[config.mk]
export PLATFORM = sky130hd
export DESIGN_NAME = imm_pipe_gen
export DESIGN_NICKNAME = d
export VERILOG_FILES = /design/src/rtl/imm_pipe_gen_pkg.sv /design/src/rtl/imm_pipe_gen_decode.sv /design/src/rtl/imm_pipe_gen.sv
export SDC_FILE = /design/constraint.sdc
export NUM_CORES = 1
export LEC_CHECK = 0
export CAP_MARGIN = 20
export CORE_UTILIZATION = 35
export DETAILED_ROUTE_END_ITERATION = 12
export PLACE_DENSITY = 0.68
export SYNTH_ARGS = -nofsm -noshare
export SYNTH_HDL_FRONTEND = slang
export SYNTH_SLANG_ARGS = --single-unit
export TNS_END_PERCENT = 50
[constraint.sdc]
create_clock -name i_clk -period 12.5 [get_ports i_clk]
set_input_delay 3.125 -clock i_clk [delete_from_list [all_inputs] [get_ports i_clk]]
set_output_delay 3.125 -clock i_clk [all_outputs]
set_load 0.02 [all_outputs]
[src/rtl/imm_pipe_gen_pkg.sv]
// imm_pipe_gen_pkg
// Shared definitions for the pipelined immediate generator:
//   - imm_fmt_e    : format code presented on o_fmt (NONE/I/S/B/U/J/Z)
//   - buf_state_e  : occupancy state of the 2-entry output skid buffer
//   - OPC_*        : RV32/RV64 base opcodes, extended with U, J, SYSTEM,
//                    OP and MISC-MEM
//   - is_no_imm_opcode : helper naming the opcodes that are legal but
//                    carry no immediate
// Optional feature macro: IMM_CSR_EN (CSR zero-extended immediate, format Z).
package imm_pipe_gen_pkg;

  typedef enum logic [2:0] {
    FMT_NONE = 3'd0,
    FMT_I    = 3'd1,
    FMT_S    = 3'd2,
    FMT_B    = 3'd3,
    FMT_U    = 3'd4,
    FMT_J    = 3'd5,
    FMT_Z    = 3'd6
  } imm_fmt_e;

  // Encoding equals the number of entries held.
  typedef enum logic [1:0] {
    BUF_EMPTY = 2'd0,
    BUF_ONE   = 2'd1,
    BUF_FULL  = 2'd2
  } buf_state_e;

  localparam logic [6:0] OPC_LOAD     = 7'b0000011;
  localparam logic [6:0] OPC_OP_IMM   = 7'b0010011;
  localparam logic [6:0] OPC_JALR     = 7'b1100111;
  localparam logic [6:0] OPC_STORE    = 7'b0100011;
  localparam logic [6:0] OPC_BRANCH   = 7'b1100011;
  localparam logic [6:0] OPC_LUI      = 7'b0110111;
  localparam logic [6:0] OPC_AUIPC    = 7'b0010111;
  localparam logic [6:0] OPC_JAL      = 7'b1101111;
  localparam logic [6:0] OPC_OP       = 7'b0110011;
  localparam logic [6:0] OPC_MISC_MEM = 7'b0001111;
  localparam logic [6:0] OPC_SYSTEM   = 7'b1110011;

  // Opcodes that are recognised but have no immediate operand. SYSTEM is
  // listed here too; the CSR-immediate variant is handled by the decoder.
  function automatic logic is_no_imm_opcode(input logic [6:0] opcode);
    return (opcode == OPC_OP) || (opcode == OPC_MISC_MEM) ||
           (opcode == OPC_SYSTEM);
  endfunction

endpackage

[src/rtl/imm_pipe_gen_decode.sv]
// imm_decode
// Combinational immediate decoder: raw 32-bit instruction -> extended
// immediate, format code and illegal-opcode flag.
// Parameters:
//   XLEN        : immediate output width (32 or 64)
// Ports:
//   instruction : in  [31:0]      raw instruction word
//   imm         : out [XLEN-1:0]  sign/zero-extended immediate
//   fmt         : out imm_fmt_e   format code
//   illegal     : out             opcode not recognised
// Optional feature macro: IMM_CSR_EN. When defined, SYSTEM instructions with
// funct3[2] = 1 (csrr*i) produce format Z with the 5-bit rs1 field as a
// zero-extended immediate. Otherwise all SYSTEM instructions decode as NONE.
module imm_decode
  import imm_pipe_gen_pkg::*;
#(
  parameter int XLEN = 32
) (
  input  logic [31:0]     instruction,
  output logic [XLEN-1:0] imm,
  output imm_fmt_e        fmt,
  output logic            illegal
);

  logic [6:0]        opcode;
  logic signed [31:0] sext32;  // every signed format fits in 32 bits
  logic              zimm_sel;
  logic              unused_funct3;

  assign opcode = instruction[6:0];

  // funct3[1:0] never matters here; funct3[2] only with IMM_CSR_EN.
  assign unused_funct3 = ^instruction[14:12];

  always_comb begin
    sext32   = 32'sd0;
    fmt      = FMT_NONE;
    illegal  = 1'b0;
    zimm_sel = 1'b0;
    case (opcode)
      OPC_LOAD, OPC_OP_IMM, OPC_JALR: begin
        fmt    = FMT_I;
        sext32 = {{20{instruction[31]}}, instruction[31:20]};
      end
      OPC_STORE: begin
        fmt    = FMT_S;
        sext32 = {{20{instruction[31]}}, instruction[31:25], instruction[11:7]};
      end
      OPC_BRANCH: begin
        fmt    = FMT_B;
        sext32 = {{19{instruction[31]}}, instruction[31], instruction[7],
                  instruction[30:25], instruction[11:8], 1'b0};
      end
      OPC_LUI, OPC_AUIPC: begin
        fmt    = FMT_U;
        sext32 = {instruction[31:12], 12'b0};
      end
      OPC_JAL: begin
        fmt    = FMT_J;
        sext32 = {{11{instruction[31]}}, instruction[31], instruction[19:12],
                  instruction[20], instruction[30:21], 1'b0};
      end
      default: begin
        if (is_no_imm_opcode(opcode)) begin
`ifdef IMM_CSR_EN
          if ((opcode == OPC_SYSTEM) && instruction[14]) begin
            fmt      = FMT_Z;
            zimm_sel = 1'b1;
          end
`endif
        end else begin
          illegal = 1'b1;
        end
      end
    endcase
  end

  // A signed 32-bit source extends from bit 31, which makes RV64 U-type
  // sign-extend from bit 31 as required. The CSR immediate is unsigned.
  assign imm = zimm_sel ? XLEN'(instruction[19:15]) : XLEN'(sext32);

endmodule

[src/rtl/imm_pipe_gen.sv]
// imm_pipe_gen
// Pipelined immediate generator for the decode stage. The combinational
// decoder result and a sideband tag are captured on acceptance into a
// 2-entry skid buffer and presented downstream behind valid/ready.
// Parameters:
//   XLEN  : immediate width, 32 or 64 (default `WORD_SIZE, 32 if undefined)
//   TAG_W : sideband tag width
// Ports:
//   i_clk, i_rst          : clock, asynchronous active-high reset
//   i_flush               : synchronous flush, drops all buffered entries
//   i_valid, o_ready      : upstream handshake
//   i_instruction, i_tag  : instruction word and its tag
//   o_valid, i_ready      : downstream handshake
//   o_imm, o_fmt, o_illegal, o_tag : output entry (always the main register)
//   dbg_state             : buffer state (entries held) for observation
// Optional feature macro: IMM_CSR_EN (see imm_decode).
//
// Handshake: a transfer happens on a rising edge where valid and ready are
// both high. Upstream, o_ready is a register that depends only on the buffer
// state, never combinationally on i_ready. Downstream, o_valid and the output
// fields stay stable until i_ready is seen high with o_valid.
`ifndef WORD_SIZE
`define WORD_SIZE 32
`endif

module imm_pipe_gen
  import imm_pipe_gen_pkg::*;
#(
  parameter int XLEN  = `WORD_SIZE,
  parameter int TAG_W = 32
) (
  input  logic             i_clk,
  input  logic             i_rst,
  input  logic             i_flush,
  input  logic             i_valid,
  output logic             o_ready,
  input  logic [31:0]      i_instruction,
  input  logic [TAG_W-1:0] i_tag,
  output logic             o_valid,
  input  logic             i_ready,
  output logic [XLEN-1:0]  o_imm,
  output logic [2:0]       o_fmt,
  output logic             o_illegal,
  output logic [TAG_W-1:0] o_tag,
  output logic [1:0]       dbg_state
);

  if ((XLEN != 32) && (XLEN != 64)) begin : g_bad_xlen
    $error("imm_pipe_gen: XLEN must be 32 or 64");
  end

  logic [XLEN-1:0]  dec_imm;
  imm_fmt_e         dec_fmt;
  logic             dec_illegal;

  buf_state_e       state;
  logic             ready_q;
  logic             accept;

  logic [XLEN-1:0]  skid_imm;
  imm_fmt_e         skid_fmt;
  logic             skid_illegal;
  logic [TAG_W-1:0] skid_tag;

  imm_decode #(
    .XLEN(XLEN)
  ) u_decode (
    .instruction(i_instruction),
    .imm        (dec_imm),
    .fmt        (dec_fmt),
    .illegal    (dec_illegal)
  );

  assign accept = i_valid && ready_q;

  always_ff @(posedge i_clk or posedge i_rst) begin
    if (i_rst) begin
      state        <= BUF_EMPTY;
      ready_q      <= 1'b1;
      o_imm        <= '0;
      o_fmt        <= FMT_NONE;
      o_illegal    <= 1'b0;
      o_tag        <= '0;
      skid_imm     <= '0;
      skid_fmt     <= FMT_NONE;
      skid_illegal <= 1'b0;
      skid_tag     <= '0;
    end else if (i_flush) begin
      // Flush wins over any accept or consume in the same cycle.
      state   <= BUF_EMPTY;
      ready_q <= 1'b1;
    end else begin
      case (state)
        BUF_EMPTY: begin
          if (accept) begin
            o_imm     <= dec_imm;
            o_fmt     <= dec_fmt;
            o_illegal <= dec_illegal;
            o_tag     <= i_tag;
            state     <= BUF_ONE;
          end
        end
        BUF_ONE: begin
          if (accept && i_ready) begin
            // Consume and refill in the same cycle: no bubble.
            o_imm     <= dec_imm;
            o_fmt     <= dec_fmt;
            o_illegal <= dec_illegal;
            o_tag     <= i_tag;
          end else if (accept) begin
            // Downstream stalled: park the new entry, main stays stable.
            skid_imm     <= dec_imm;
            skid_fmt     <= dec_fmt;
            skid_illegal <= dec_illegal;
            skid_tag     <= i_tag;
            state        <= BUF_FULL;
            ready_q      <= 1'b0;
          end else if (i_ready) begin
            state <= BUF_EMPTY;
          end
        end
        BUF_FULL: begin
          if (i_ready) begin
            o_imm     <= skid_imm;
            o_fmt     <= skid_fmt;
            o_illegal <= skid_illegal;
            o_tag     <= skid_tag;
            state     <= BUF_ONE;
            ready_q   <= 1'b1;
          end
        end
        default: begin
          state   <= BUF_EMPTY;
          ready_q <= 1'b1;
        end
      endcase
    end
  end

  assign o_ready   = ready_q;
  assign o_valid   = (state != BUF_EMPTY);
  assign dbg_state = state;

endmodule

# Word level (Yosys, flattened, before mapping)
# Cells that the tools add are included.
# classes
muxes	32
n_reduce_logical	14
bitwise_logic	2
n_eq_ne	22
# ops
cell	count
two-way mux 32 bit	6
one-hot mux 32 bit (3 select lines)	2
one-hot mux 32 bit (5 select lines)	1
== test 7 bit, second input constant	4
== test 7 x 6 -> 1 bit, second input constant	3
one-hot mux 3 bit (5 select lines)	1
== test 7 x 5 -> 1 bit, second input constant	2
two-way mux 2 bit	6
!= test 3 bit, second input constant	4
AND reduction 4 bit	3
two-way mux 1 bit	9
two-way mux 3 bit	3
one-hot mux 3 bit (3 select lines)	1
!= test 2 bit, second input constant	4
OR reduction 8 bit	1
== test 7 x 2 -> 1 bit, second input constant	1
== test 7 x 4 -> 1 bit, second input constant	1
one-hot mux 1 bit (3 select lines)	2
one-hot mux 2 bit (3 select lines)	1
AND reduction 5 bit	1
!= test 4 bit, second input constant	1
nonzero test 3 bit	1
OR reduction 3 bit	1
== test 2 x 1 -> 1 bit, second input constant	1
7 further kinds	10
# word_totals
input_bits	69
reg_bits	139
output_inout_bits	72

# Logic depth before layout (Yosys ltp)
# Gate-level depths: netlist (run 1).
# depth
ltp_word	7
mapped_depth	9
ltp_nobuf	5

# Modules after synthesis
# A second synthesis (run 1) with hierarchy kept.
# hier_totals
hier_cells	538
area_unflattened_um2	6432.4
# modules_own_cells
mod	n_inst	cells_each	area_each_um2
imm_pipe_gen	1	461	5889.4
imm_decode	1	77	543.0

# Worst setup path before layout (run 1)
# OpenSTA, ideal clock, no wires.
# synth_path
path_kind	input to register
start	in i_instruction[3]
end	reg o_imm[0]
setup_slack_ns	8.132
arrival_time_ns	4.281
n_path_buf	2
path_stages	6
cell_sequence	buf_2 and4bb_2 and3b_1 clkbuf_1 a32oi_1 o211ai_1
# synth_via
elab_chain_cells	5
word_cells_on_any_way	14
# synth_lines
item	line_no	text
from (decl)	imm_pipe_gen.sv:37	input logic [31:0] i_instruction,
== test 7 x 2 -> 1 bit, or another cell as far along	imm_pipe_gen_decode.sv:40	case (opcode)
OR reduction 3 bit or OR reduction 2 bit (tied branches)	-	
one-hot mux 32 bit (5 select lines) *	imm_pipe_gen_decode.sv:40	
two-way mux 32 bit (on tied branches)	imm_pipe_gen.sv:104, imm_pipe_gen.sv:95	
one-hot mux 32 bit (3 select lines) *	imm_pipe_gen.sv:93	case (state)
to (signal assigned)	imm_pipe_gen.sv:96	o_imm <= dec_imm;
to (signal assigned)	imm_pipe_gen.sv:106	o_imm <= dec_imm;
to (signal assigned)	imm_pipe_gen.sv:124	o_imm <= skid_imm;
to (decl)	imm_pipe_gen.sv:41	output logic [XLEN-1:0] o_imm,
# Every way passes the cells marked *; elsewhere a longest branch is shown, timed or not. The select of a mux whose other input is x is not followed.
# A chain may end at the register's enable or synchronous reset.

# Worst setup path in the final report (run 1)
# layout_path
start	in i_ready
end	reg o_imm[4]
# layout_via
elab_chain_cells	3
word_cells_on_any_way	4
# layout_lines
item	line_no	text
from (decl)	imm_pipe_gen.sv:40	input logic i_ready,
logical AND 1 bit	imm_pipe_gen.sv:104	if (accept && i_ready) begin
!= test 2 bit (no line)	-	
AND reduction 5 bit (no line) *	-	
# Every way passes the cells marked *; elsewhere a longest branch is shown, timed or not.

==> summary.md, run 1 <==
| Metric | Value |
|---|---|
| Detail Route Antenna Nets | `0` |
| Postcts setup bufs | `0` |
| Ys Warns | `0` |
| Max incr delay on CP | `0.81 ns` |
| Number of clock sinks | `139` |
| Core area | `17,360 sq um` |
| Port Buf Inserts | `140` |
| Synth area leaders | `dfrtp_1, nand2_1, a21oi_1, a31oi_1, nor2_1` |
| Top FF cell, synth | `dfrtp_1` |
| Initial antenna violation count | `0` |
| Cts bufs inserted | `17` |
| Worst min-delay path category | `reg2reg` |
| Final instance area | `8341 sq um` |
| Tot GR Track Use | `0.1942` |
| # resized after CTS | `0` |
| Most Crowded Layer GR | `met2` |
| Die width | `135.5 um` |
| Netlist cell types | `48` |
| GR met2 Demand/Resource | `0.3117` |
| Startpoint types | `input port` |
| Status | `finished clean` |
| Die area | `18,350 sq um` |
| Critical path peak fanout | `103` |
| First-pass iteration count of the detailed router | `5` |
| Routed WL | `16,840 um` |
| Area grow syn2layout | `33.80%` |
| Cell Chain, Critical Path | `clkdlybuf4s50_1, nand3_1, or2_2, a21oi_4, buf_4, nand2_2, o211ai_1` |
| Most frequent cell after synthesis | `nand2_1` |
| CP arrival | `5.58 ns` |
| PwrDens | `165.4 nW/um^2` |
| Avg Inst Size Synth | `8.670 sq um` |
| Maxcap violations | `0` |
| Slew margin rel. | `0.2651` |
| Post-synth EDFFs | `0` |
| Vias | `5,385` |
| Reg clk slew, reported paths | `0.06 ns` |
| Pwr Total | `1379 uW` |
| First-pass GRT wire length | `27,210 um` |
| Post-synth top area cell | `dfrtp_1` |
| CP max-delay cell | `buf_4` |
| Initial Util | `0.3591` |
| DR vias/cell | `5.028` |
| FMAX | `190.2 MHz` |
| Gr ovfl total | `0` |
| Final Setup Violations | `0` |
| Final hold vios | `0` |
| Clock Tree Root | `clkbuf_16` |
| GR Layer Usage met1 | `0.2534` |
| TNS Setup | `0 ns` |
| Unrepaired setup endpoints after global routing | `no` |
| Per-cell routed wire length | `15.72 um` |
| Final HPWL from detailed placement | `10,600 um` |
| Largest net degree at the start of global routing | `104` |
| Fin crit period | `5.257 ns` |
| H-tree levels | `4` |
| Cell Area, Synth | `6233 sq um` |
| GP Congestion | `0.8459` |
| Post-Synthesis Cells | `719` |
| Net count, final | `902` |
| CP Class | `in2reg` |
| Lkg Pwr | `0.003580 uW` |
| # DRC | `0` |
| CTS tree | `yes` |
| M3 GR Usage | `0.03629` |
| Maximum VDD drop | `0.09604 mV` |
| Post-synth top area share | `0.5540` |
| Clock Tree Buf Depth | `2` |
| Worst setup EP type | `flip-flop` |
| Tcrit/Tclk final | `0.4206` |
| Worst Tran Pin Value | `1.098 ns` |
| Synth async-reset ratio | `1.000` |
| IO Pins | `141` |
| Post-synthesis sequential area ratio | `0.5582` |
| Clk_lat worst skew | `0.42 ns` |
| Inserted Diodes | `0` |
| Top cells by count, synth | `nand2_1, dfrtp_1, a21oi_1` |
| Vias in the first global route | `5,236` |
| Max-slew violation count | `0` |
| Layout cell share with drive strength beyond 1 | `0.06856` |
| Flops & latches, synth | `139` |
| Required @ worst endpoint | `12.82 ns` |
| Placement Cell Area | `7740 sq um` |
| Final clock skew | `0.004985 ns` |
| Net Count, Synth | `788` |
| Die Y | `135.5 um` |
| FP Rows | `48` |
| Cts hold-fix bufs | `0` |
| Initial DRC count | `341` |
[flip-flops by register name, summed over array words and instances, names as in the netlist]
| name | count |
|---|---|
| o_imm | 32 |
| o_tag | 32 |
| skid_imm | 32 |
| skid_tag | 32 |
| o_fmt | 3 |
| skid_fmt | 3 |
| dbg_state | 2 |
| o_illegal | 1 |
| o_ready | 1 |
| skid_illegal | 1 |
[placed cells by master, fill, tap and decap left out, types with 17 or more instances in the layout]
cell,count
nand2_1,245
clkdlybuf4s50_1,140
dfrtp_1,138
a21oi_1,57
nor2_1,55
o21ai_0,41
a31oi_1,35
nand3_1,21
o21ai_1,19
clkbuf_16,17
[worst max-delay path, delay by kind of cell]
| family | cells | cell delay, ns |
|---|---|---|
| buffers and inverters | 2 | 1.36 |
| AOI/OAI and AO/OA | 2 | 0.37 |
| and+or+nand+nor | 3 | 0.70 |
[worst paths after layout]
check                          endpoint  depth (start not counted)  slack, ns    startpoint
min in group asynchronous     o_imm[12]                          2       3.17         i_rst
hold reg to reg            skid_illegal                          2       0.47  skid_illegal
setup / recovery               o_imm[4]                          7       7.24       i_ready
hold / removal             skid_illegal                          2       0.47  skid_illegal
setup reg to reg               o_imm[4]                          6       9.94       o_ready
max in group asynchronous      o_imm[4]                          3       7.94         i_rst
[routing by layer]
metal / vias up / part of all wire
li1: 2637 / -
met4: 0 / 0.021
met3: 24 / 0.050
met1: 2572 / 0.45
met5: - / 0
met2: 152 / 0.48
[final cells by class]
cell class / instances / area, sq um
clock inverter: 15 / 175.2
tap: 225 / 281.5
fill: 1630 / 9016
sequential: 139 / 3480
clock buffer: 17 / 425.4
timing repair buffer: 147 / 1454
multi-input combinational: 526 / 2512
inverter: 2 / 12.51
[power breakdown]
| group | internal, uW | leakage [uW] | total [uW] | switching [uW] |
|---|---|---|---|---|
| Clock | 313 | 0.000273 | 509 | 197 |
| Sequential | 536 | 0.00176 | 583 | 47.1 |
| Combinational | 132 | 0.00155 | 287 | 155 |
| Total | 980 | 0.00358 | 1380 | 399 |
[kinds of logic (layout without fill, tap and decap cells)]
kind of cell | after synthesis | after routing | synth area share
AND/OR/NAND/NOR | 347 | 347 | 0.2294
AO/OA/AOI/OAI | 176 | 176 | 0.1640
flip-flops | 139 | 139 | 0.5582
buffers and inverters | 54 | 181 | 0.04316
multiplexers | 3 | 3 | 0.005219
[per-stage QoR]
stage | util | hold WS, ns | worst slack [ns] | cells
after floorplan | - | 0.4334 | 5.652 | 719
after global placement | 0.4459 | 0.4458 | 6.896 | 1039
after detailed placement | 0.4459 | 0.4508 | 6.816 | 1039
after CTS | 0.4805 | 0.4632 | 7.266 | 1071
after global routing | 0.4805 | 0.4873 | 7.081 | 1071
final | 0.4805 | 0.4659 | 7.243 | 1071
Note: power is estimated with default switching activity, not from simulation.
==> inputs of run 2 (changes only) <==
PLACE_DENSITY = 0.7   (was 0.68)
clock period = 4.55 ns   (was 12.5 ns; I/O delays follow)
==> summary.md, run 2 (same netlist as run 1, synthesis figures left out) <==
| Metric | Value |
|---|---|
| Status | `finished clean` |
| Startpoint types | `input port` |
| Initial antenna violation count | `0 (unchanged)` |
| Largest net degree at the start of global routing | `72 (-31%)` |
| Area grow syn2layout | `33.78% (about the same)` |
| Post-place setup slack | `1.073 ns (-5.743 ns)` |
| WHS | `0.4713 ns (+0.005431 ns)` |
| Clock Tree Root | `clkbuf_16` |
| Detail Route Antenna Nets | `0 (unchanged)` |
| Lkg Pwr | `0.003591 uW (+0.30%)` |
| Postcts setup bufs | `0 (unchanged)` |
| Number of clock sinks | `139 (unchanged)` |
| # DRC | `0 (unchanged)` |
| Per-cell routed wire length | `15.50 um (-1.4%)` |
| Pwr Total | `3653 uW (+160%)` |
| CTS tree | `yes` |
| Fin crit period | `3.078 ns` |
| Maxcap violations | `0 (unchanged)` |
| Final core utilization | `0.4805 (about the same)` |
| Worst Tran Pin Value | `0.8575 ns (-0.2403 ns)` |
| Tcrit/Tclk final | `0.6764` |
| Unrepaired setup endpoints after global routing | `no` |
| Clock Tree Buf Depth | `2 (unchanged)` |
| Final clock skew | `0.006468 ns (+0.001483 ns)` |
| DR vias/cell | `5.044 (+0.31%)` |
| Required @ worst endpoint | `4.80 ns (-8.02 ns)` |
| Vias | `5,412 (+0.50%)` |
| H-tree levels | `4 (unchanged)` |
| IO Pins | `141 (unchanged)` |
| Cts bufs inserted | `17 (unchanged)` |
| Net count, final | `907 (+0.55%)` |
| Clk_lat worst skew | `0.42 ns (about the same)` |
| Worst setup EP type | `flip-flop` |
| Layout cell share with drive strength beyond 1 | `0.06958 (+0.001018)` |
| Die width | `135.5 um (unchanged)` |
| Final hold vios | `0 (unchanged)` |
| Critical path peak fanout | `15 (-85%)` |
| FP Rows | `48 (unchanged)` |
| Core area | `17,360 sq um (unchanged)` |
| CP arrival | `3.33 ns (-2.25 ns)` |
| Inserted Diodes | `0 (unchanged)` |
| Die Y | `135.5 um (unchanged)` |
| Tot GR Track Use | `0.1889 (-0.005310)` |
| CP Class | `in2reg` |
| First-pass iteration count of the detailed router | `5 (unchanged)` |
| First-pass GRT wire length | `26,720 um (-1.8%)` |
| Worst min-delay path category | `reg2reg` |
| Initial Util | `0.3591 (unchanged)` |
| Max-slew violation count | `0 (unchanged)` |
| # resized after CTS | `0 (unchanged)` |
| TNS Setup | `0 ns (unchanged)` |
| Maximum VDD drop | `0.2590 mV (+170%)` |
| PwrDens | `438.1 nW/um^2 (+160%)` |
| Gr ovfl total | `0 (unchanged)` |
| Vias in the first global route | `5,238 (+0.038%)` |
| Reg clk slew, reported paths | `0.05 ns (about the same)` |
| Cts hold-fix bufs | `0 (unchanged)` |
| Final HPWL from detailed placement | `11,030 um (+4.0%)` |
| Final Setup Violations | `0 (unchanged)` |
| Most frequent cells in the layout | `nand2_1, clkdlybuf4s50_1, dfrtp_1` |
| FMAX | `324.9 MHz` |
| Die area | `18,350 sq um (unchanged)` |
| Port Buf Inserts | `140 (unchanged)` |
| Most common cell after layout, fill and taps aside | `nand2_1` |
| Routed WL | `16,640 um (-1.2%)` |
| Initial DRC count | `379 (+11%)` |
| Final WS setup | `1.472 ns (-5.771 ns)` |
| GP Congestion | `0.7911 (-6.5%)` |
| Slew margin rel. | `0.4284 (+0.1633)` |
-- run 2: cell types whose count changed in the layout (fill, tap and decap cells not counted) --
| cell | delta |
|---|---|
| clkbuf_8 | +5 |
| clkbuf_1 | +1 |
| inv_6 | -2 |
| clkinv_4 | -1 |
| clkinv_2 | -1 |
| buf_12 | +2 |
| buf_4 | +3 |
| clkinvlp_4 | -2 |
| bufinv_16 | -3 |
-- run 2: final timing paths --
| check | startpoint | end | slack [ns] | depth (start not counted) |
|---|---|---|---|---|
| setup / recovery | i_instruction[3] | skid_imm[24] | 1.47 | 5 |
| hold / removal | skid_tag[14] | skid_tag[14] | 0.47 | 2 |
| setup reg to reg | dbg_state[0] | o_imm[14] | 2.12 | 5 |
| hold reg to reg | skid_tag[14] | skid_tag[14] | 0.47 | 2 |
| max in group asynchronous | i_rst | o_ready | 2.49 | 3 |
| min in group asynchronous | i_rst | o_imm[13] | 1.21 | 2 |
-- run 2: stage by stage --
stage                     cells  area, sq um
after global routing       1073         8339
after floorplan             719         6237
after CTS                  1073         8339
after global placement     1044         7801
after detailed placement   1044         7801
final                      1073         8339
-- run 2: area by class of cell --
cell class              count  area [sq um]
fillers                  1664          9017
flip-flops and latches    139          3480
multi-input cells         526          2512
repair buffers            152          1516
clock buffers              23         498.0
well taps                 225         281.5
clock inverters             6         40.04
inverters                   2         11.26
-- run 2: per-layer routing --
layer	up-vias	wire (um)	global-route usage
li1	2643	-	-
met1	2593	7519	0.2457
met2	143	7778	0.2954
met3	33	767	0.04078
met4	0	569	0.09800
met5	-	0	0
-- run 2: critical path, stage by stage --
cell and delay [ns]:
clkdlybuf4s50_1 0.71, and4bb_2 0.33, o2bb2ai_2 0.25, a21oi_1 0.75, a21oi_1 0.15
-- run 2: report_power, final --
group	internal, uW	switching, uW	total (uW)
registers	1470	131	1600
logic	367	426	794
clock network	757	498	1260
total	2600	1060	3650
==> inputs of run 3 (changes only) <==
clock period = 2.8 ns   (was 4.55 ns; I/O delays follow)
==> summary.md, run 3 (same netlist as run 1, synthesis figures left out) <==
| Metric | Value |
|---|---|
| Die area | `18,350 sq um (unchanged)` |
| Vias in the first global route | `5,182 (-1.1%)` |
| Slew margin rel. | `0.3830 (-0.04535)` |
| Placement Cell Area | `7949 sq um (+1.9%)` |
| Cts hold-fix bufs | `0 (unchanged)` |
| First-pass GRT wire length | `27,320 um (+2.3%)` |
| DR vias/cell | `5.042 (about the same)` |
| Die Y | `135.5 um (unchanged)` |
| WHS | `0.4715 ns (+0.0001970 ns)` |
| Critical path peak fanout | `9 (-6)` |
| Gr ovfl total | `0 (unchanged)` |
| CP arrival | `1.73 ns (-1.60 ns)` |
| IO Pins | `141 (unchanged)` |
| Final instance area | `8483 sq um (+1.7%)` |
| Reg clk slew, reported paths | `0.06 ns (about the same)` |
| Area grow syn2layout | `36.09%` |
| Final clock skew | `0.004670 ns (-0.001798 ns)` |
| Tcrit/Tclk final | `0.8678` |
| Startpoint types | `flip-flop` |
| Initial Util | `0.3591 (unchanged)` |
| Die width | `135.5 um (unchanged)` |
| Unrepaired setup endpoints after global routing | `no` |
| # resized after CTS | `0 (unchanged)` |
| Clock Tree Buf Depth | `2 (unchanged)` |
| GP Congestion | `0.8911 (+13%)` |
| Vias | `5,491 (+1.5%)` |
| First-pass iteration count of the detailed router | `7 (+2)` |
| Final HPWL from detailed placement | `11,120 um (+0.85%)` |
| CTS tree | `yes` |
| Fin crit period | `2.430 ns` |
| Per-cell routed wire length | `15.47 um (-0.19%)` |
| Maximum VDD drop | `0.4551 mV (+76%)` |
| Status | `finished clean` |
| # DRC | `0 (unchanged)` |
| Most frequent cells in the layout | `nand2_1, clkdlybuf4s50_1, dfrtp_1` |
| TNS Setup | `0 ns (unchanged)` |
| Required @ worst endpoint | `2.10 ns (-2.70 ns)` |
| Cts bufs inserted | `17 (unchanged)` |
| Inserted Diodes | `0 (unchanged)` |
| Postcts setup bufs | `0 (unchanged)` |
| Detail Route Antenna Nets | `0 (unchanged)` |
| FP Rows | `48 (unchanged)` |
| Tot GR Track Use | `0.1941 (+0.005229)` |
| # fillers | `1,600 (-3.8%)` |
| Worst min-delay path category | `reg2reg` |
| Max-slew violation count | `0 (unchanged)` |
| Port Buf Inserts | `140 (unchanged)` |
| Largest net degree at the start of global routing | `90 (+25%)` |
| Maxcap violations | `0 (unchanged)` |
| Clock Tree Root | `clkbuf_16` |
| Initial antenna violation count | `0 (unchanged)` |
| Core area | `17,360 sq um (unchanged)` |
| CP Class | `reg2out` |
| Routed WL | `16,850 um (+1.3%)` |
| H-tree levels | `4 (unchanged)` |
| Final Setup Violations | `0 (unchanged)` |
| Number of clock sinks | `139 (unchanged)` |
| Final hold vios | `0 (unchanged)` |
| FMAX | `411.6 MHz` |
| Lkg Pwr | `0.003693 uW (+2.8%)` |
| Initial DRC count | `381 (+0.53%)` |
| Layout cell share with drive strength beyond 1 | `0.08449 (+0.01492)` |
| PwrDens | `700.4 nW/um^2 (+60%)` |
| Worst setup EP type | `output pin` |
| Most common cell after layout, fill and taps aside | `nand2_1` |
| Worst Tran Pin Value | `0.9255 ns (+0.06802 ns)` |
| Net count, final | `920 (+1.4%)` |
| Clk_lat worst skew | `0.41 ns (about the same)` |
[run 3: cell types whose count changed in the layout (fill, tap and decap cells not counted), sizes merged]
cell      before  now
clkbuf        23   24
buf           12   25
clkinv         2    7
clkinvlp       5    2
[run 3: path summary, 6_finish.rpt]
path / start / end / slack, ns / cells after the start
setup / recovery: dbg_state[0] / o_valid / 0.37 / 2
hold / removal: skid_imm[16] / skid_imm[16] / 0.47 / 2
setup reg to reg: dbg_state[1] / o_imm[2] / 0.64 / 6
hold reg to reg: skid_imm[16] / skid_imm[16] / 0.47 / 2
max in group asynchronous: i_rst / o_ready / 1.60 / 3
min in group asynchronous: i_rst / o_imm[14] / 0.74 / 3
[run 3: through the flow]
step                      power [uW]  std cells  setup slack [ns]    util
after detailed placement        3957       1057          0.005413  0.4580
after CTS                       6000       1089            0.3625  0.4888
after floorplan                 3314        719            0.3657       -
after global routing            6258       1089            0.1843  0.4888
final                           5942       1089            0.3702  0.4888
after global placement          3926       1057           0.03382  0.4580
[run 3: power by group]
group	total, uW	internal, uW	switching (uW)
logic	1310	614	699
clock network	2020	1210	810
registers	2600	2390	211
[run 3: area by class of cell]
| type | count | area [sq um] | area share |
|---|---|---|---|
| inverter | 2 | 11.26 | 0.001327 |
| multi-input combinational | 526 | 2512 | 0.2962 |
| sequential | 139 | 3480 | 0.4102 |
| timing repair buffer | 165 | 1664 | 0.1962 |
| tap | 225 | 281.5 | 0.03319 |
| clock buffer | 24 | 491.7 | 0.05796 |
| clock inverter | 8 | 42.54 | 0.005015 |
[run 3: metal layers]
layer  track usage  vias up  part of all wire
met1        0.2563     2617              0.44
met4       0.09675        0             0.033
li1              -     2673                 -
met3       0.03517       31             0.047
met5             0        -                 0
met2        0.3063      170              0.47
[run 3: worst max-delay path, cell delays in order (launching register included)]
cell and delay [ns]:
dfrtp_1 0.48, or2_1 0.29, clkdlybuf4s50_1 0.54
